File: src/rtl/digit_serial_sub.sv
// Digit-serial borrow-chain subtractor: diff = a - b - bin, DIGIT bits per clock, LSB slice first.
// Optional macro SUB_SAT_EN: floor diff at zero whenever the final borrow is set.

module digit_serial_sub_slice #(
    parameter int DIGIT = 3
) (
    input  logic [DIGIT-1:0] a,
    input  logic [DIGIT-1:0] b,
    input  logic             bin,
    output logic [DIGIT-1:0] d,
    output logic             bout
);
    always_comb begin : chain
        logic br;
        br = bin;
        d  = '0;
        for (int i = 0; i < DIGIT; i++) begin
            d[i] = a[i] ^ b[i] ^ br;
            br   = (~a[i] & b[i]) | (~(a[i] ^ b[i]) & br);
        end
        bout = br;
    end
endmodule

module digit_serial_sub #(
    parameter int WIDTH = 12,
    parameter int DIGIT = 3
) (
    input  logic             clk,
    input  logic             rst_n,
    input  logic             in_valid,
    output logic             in_ready,
    input  logic [WIDTH-1:0] a,
    input  logic [WIDTH-1:0] b,
    input  logic             bin,
    output logic             out_valid,
    input  logic             out_ready,
    output logic [WIDTH-1:0] diff,
    output logic             bout
);
    localparam int NDIG = WIDTH / DIGIT;
    localparam int IDXW = (NDIG > 1) ? $clog2(NDIG) : 1;
    localparam logic [IDXW-1:0] LAST = IDXW'(NDIG - 1);

    typedef enum logic [1:0] {IDLE, RUN, DONE} state_t;

    state_t           state, state_next;
    logic [IDXW-1:0]  idx;
    logic             br;
    logic [WIDTH-1:0] a_q, b_q, res, res_next, diff_load;
    logic [DIGIT-1:0] a_dig, b_dig, d_dig;
    logic             br_out;
    logic             last;

    assign last  = (idx == LAST);
    assign a_dig = a_q[idx*DIGIT +: DIGIT];
    assign b_dig = b_q[idx*DIGIT +: DIGIT];

    digit_serial_sub_slice #(.DIGIT(DIGIT)) u_slice (
        .a    (a_dig),
        .b    (b_dig),
        .bin  (br),
        .d    (d_dig),
        .bout (br_out)
    );

    always_comb begin
        res_next = res;
        res_next[idx*DIGIT +: DIGIT] = d_dig;
    end

`ifdef SUB_SAT_EN
    assign diff_load = br_out ? '0 : res_next;
`else
    assign diff_load = res_next;
`endif

    always_ff @(posedge clk or negedge rst_n) begin
        if (!rst_n) state <= IDLE;
        else        state <= state_next;
    end

    // Handshake outputs decode straight from the state register, so they never see out_ready.
    always_comb begin
        state_next = state;
        in_ready   = 1'b0;
        out_valid  = 1'b0;
        case (state)
            IDLE: begin
                in_ready = 1'b1;
                if (in_valid) state_next = RUN;
            end
            RUN: if (last) state_next = DONE;
            DONE: begin
                out_valid = 1'b1;
                if (out_ready) state_next = IDLE;
            end
            default: state_next = IDLE;
        endcase
    end

    always_ff @(posedge clk or negedge rst_n) begin
        if (!rst_n) begin
            a_q  <= '0;
            b_q  <= '0;
            res  <= '0;
            br   <= 1'b0;
            idx  <= '0;
            diff <= '0;
            bout <= 1'b0;
        end else begin
            case (state)
                IDLE: if (in_valid) begin
                    a_q <= a;
                    b_q <= b;
                    br  <= bin;
                    idx <= '0;
                end
                RUN: begin
                    res <= res_next;
                    br  <= br_out;
                    idx <= last ? '0 : idx + 1'b1;
                    if (last) begin
                        diff <= diff_load;
                        bout <= br_out;
                    end
                end
                default: ;
            endcase
        end
    end
endmodule

File: config.mk
export PLATFORM = sky130hd
export DESIGN_NAME = digit_serial_sub
export DESIGN_NICKNAME = d
export VERILOG_FILES = /design/src/rtl/digit_serial_sub.sv
export SDC_FILE = /design/constraint.sdc
export NUM_CORES = 1
export LEC_CHECK = 0
export BUFFER_PORTS_ARGS = -buffer_cell sky130_fd_sc_hd__buf_2
export CAP_MARGIN = 20
export CORE_ASPECT_RATIO = 2
export CORE_UTILIZATION = 58
export CTS_BUF_LIST = sky130_fd_sc_hd__clkbuf_8
export CTS_CLUSTER_SIZE = 40
export DETAILED_ROUTE_END_ITERATION = 7
export PLACE_DENSITY = 0.84
export SYNTH_ARGS = -nofsm -noshare
export SYNTH_HDL_FRONTEND = slang
export SYNTH_SLANG_ARGS = --single-unit
File: constraint.sdc
create_clock -name clk -period 3.55 [get_ports clk]
set_input_delay 0.71 -clock clk [delete_from_list [all_inputs] [get_ports clk]]
set_output_delay 0.71 -clock clk [all_outputs]
set_load 0.1 [all_outputs]
==> key figures <==
Status
  – Status: finished clean

Synth
  – Syn nets: 233
  – Post-synth EDFFs: 0
  – Post-Syn Area: 0.00260 sq mm
  – Post-synthesis cell count: 195
  – Average size of a mapped cell: ~13 sq um
  – Ys Warns: 0
  – Async SR Flop Fraction: 1.00
  – Cell variety after synth: 35
  – Post-synth top flop: dfrtp_1
  – Flops & latches, synth: 54
  – Sequential area share after synthesis: 0.520

STA
  – Setup ws final: 0.736 ns
  – Worst Max-Slew Pin Slew: a little over 0.6 ns
  – Setup repair after global routing missed its margin: false
  – Fmax: 355 MHz
  – Final min period: approximately 2.8 ns
  – Final Hold Fails: 0
  – Worst clock skew: about 0.0063 ns
  – Period utilization: 0.793
  – Setup TNS: 0 ns
  – Final setup viols: 0
  – Slew HR: 0.586
  – Slew Limit Fails: 0

Placed design
  – Area after DPL: between 0.002 and 0.003 sq mm
  – Placed cell count: roughly 290
  – Place WS: about 0.73 ns
  – GP Congestion: between 0.8 and 0.9
  – Buffers added on ports: 43
  – DP HPWL: around 3700 microns

Detailed routing
  – Vias per cell: approximately 5.7
  – Initial drt markers: 28
  – Routed WL: about 4900 microns
  – Antenna Nets Post-Route: 0
  – Vias: between 1500 and 2000
  – WL per Instance: around 17 microns
  – Detailed-route DRC error count: 0
  – Pre-antenna DRT Iters: 4

Setup path
  – Critical path's slowest cell: dfrtp_1
  – Setup Crit Path Kind: reg2reg
  – Worst Setup SP: idx[0]
  – CP required: between 3 and 4 ns
  – Worst EP arrival: around 3.1 ns
  – FF-to-FF Start: idx[0]
  – Cell Chain, Critical Path: mux4_2, inv_1, fa_1, inv_1, fa_1, inv_1, fa_1, nor2_1, a22o_1
  – Critical Path Start Type: flop
  – Crit-path max cell delay: approximately 0.55 ns
  – CP Capture Type: flop
  – CP max FO: 6

Global route
  – Largest net degree at the start of global routing: 30
  – Grt ovf: 0
  – First-pass GRT wire length: 8260 microns
  – GRT Overall Usage: 0.234
  – Vias in the first global route: 1768
  – Initial antenna violation count: 0

Floorplanning
  – Full die area: about 0.0048 sq mm
  – Ports: 44
  – Starting density of the core: 0.599
  – Core Rows: 34
  – CORE AREA: 0.00434 sq mm
  – Die height: 96.7 microns
  – Chip width: 49.3 microns

Clock network
  – TritonCTS Buffers: 5
  – TritonCTS clock tree: built
  – Later-pin clock latency in the skew report: between 0.3 and 0.4 ns
  – CTS HTree Levels: 2
  – Clk buf depth: 2
  – Clk root buf: clkbuf_8
  – Clock sink total: 54
  – Post_cts resized: 0
  – Reg clk slew, reported paths: ~0.10 ns
  – Postcts setup bufs: 0
  – CTS hold repair buffers: 0

Final layout
  – Layout Cells excl Fill: roughly 290
  – Fill count: between 300 and 400
  – Layout cells sized above 1: 0.379
  – Antenna cell count: 0
  – Fin area: slightly below 0.003 sq mm
  – Syn-to-layout area delta: 13.2%
  – NumNets Final: between 200 and 300

Hold path
  – HP Class: in2async

Flow run
  – Maxcap violations: 0
[cells in the final DEF, fill, tap and decap left out, types with 2 or more instances in the layout]
master	synthesis	layout
dfrtp_1	54	54
buf_2	1	43
mux2_2	18	18
nor2_1	13	13
nand2b_1	12	12
inv_1	10	10
a21oi_1	8	8
a22o_1	8	8
mux2_4	7	7
mux4_2	6	6
a31oi_1	6	6
ha_1	6	6
nor2b_1	5	5
nand2_1	5	5
clkbuf_8	0	5
a32o_1	4	4
buf_4	3	4
and4bb_2	3	3
fa_1	3	3
o31ai_1	2	2
o221ai_1	2	2
o21a_1	2	2
[per-stage QoR]
stage	util	hold slack [ns]
2_1_floorplan	-	0.414
3_3_place_gp	0.652	0.467
3_5_place_dp	0.652	0.478
4_1_cts	0.678	0.398
5_1_grt	0.678	0.421
6_report	0.678	0.383
[layer usage]
metal  GRT usage  wire, microns
met1       0.257           1800
met2       0.419           2780
met3      0.0377            143
met4       0.115            184
met5           0              0
[cells by family after synthesis]
family | synth area share
flops | 0.520
simple gates | 0.109
compound gates | 0.100
mux | 0.170
buf+inv | 0.0486
fa+ha+maj | 0.0520
[cell type report]
type                       instances  area (sq um)  share of cell area
multi-input combinational        121          1130               0.383
tap                               54          67.6              0.0230
sequential                        54          1350               0.459
clock inverter                     3          43.8              0.0149
clock buffer                       5          68.8              0.0234
inverter                          10          37.5              0.0128
timing repair buffer              47           245              0.0834
[worst max-delay path: cells and delay by family, from the launching register on]
kind                     cells  cell delay [ns]
multiplexers                 1             0.54
adder cells (fa/ha/maj)      3             1.00
flip-flops                   1             0.55
AND/OR/NAND/NOR              1             0.26
AO/OA/AOI/OAI                1             0.18
buffers and inverters        3             0.23
[sequential cells by signal, indices dropped and copies added (netlist names)]
| register | flops |
|---|---|
| a_q | 12 |
| b_q | 12 |
| diff | 12 |
| res | 12 |
| idx | 2 |
| state | 2 |
| bout | 1 |
| br | 1 |
[synth_stat cells, drive strengths merged (5+ instances only)]
cell / count / area (sq um)
dfrtp: 54 / 1350
mux2: 25 / 308
nor2: 13 / 48.8
nand2b: 12 / 75.1
inv: 10 / 37.5
a21oi: 8 / 40.0
a22o: 8 / 70.1
buf: 8 / 81.3
a31oi: 6 / 37.5
ha: 6 / 75.1
mux4: 6 / 135
nand2: 5 / 18.8
nor2b: 5 / 31.3
[final timing paths]
path,end,slack [ns],cells after the start
min in group clk,diff[3],0.49,1
hold reg to reg,diff[3],0.49,1
setup / recovery,res[5],0.74,9
max in group asynchronous,a_q[6],2.36,2
setup reg to reg,res[5],0.74,9
hold / removal,b_q[0],0.38,1
Power is not shown: default switching activity piles up to over one toggle a cycle in this logic, so the estimate is an artifact.
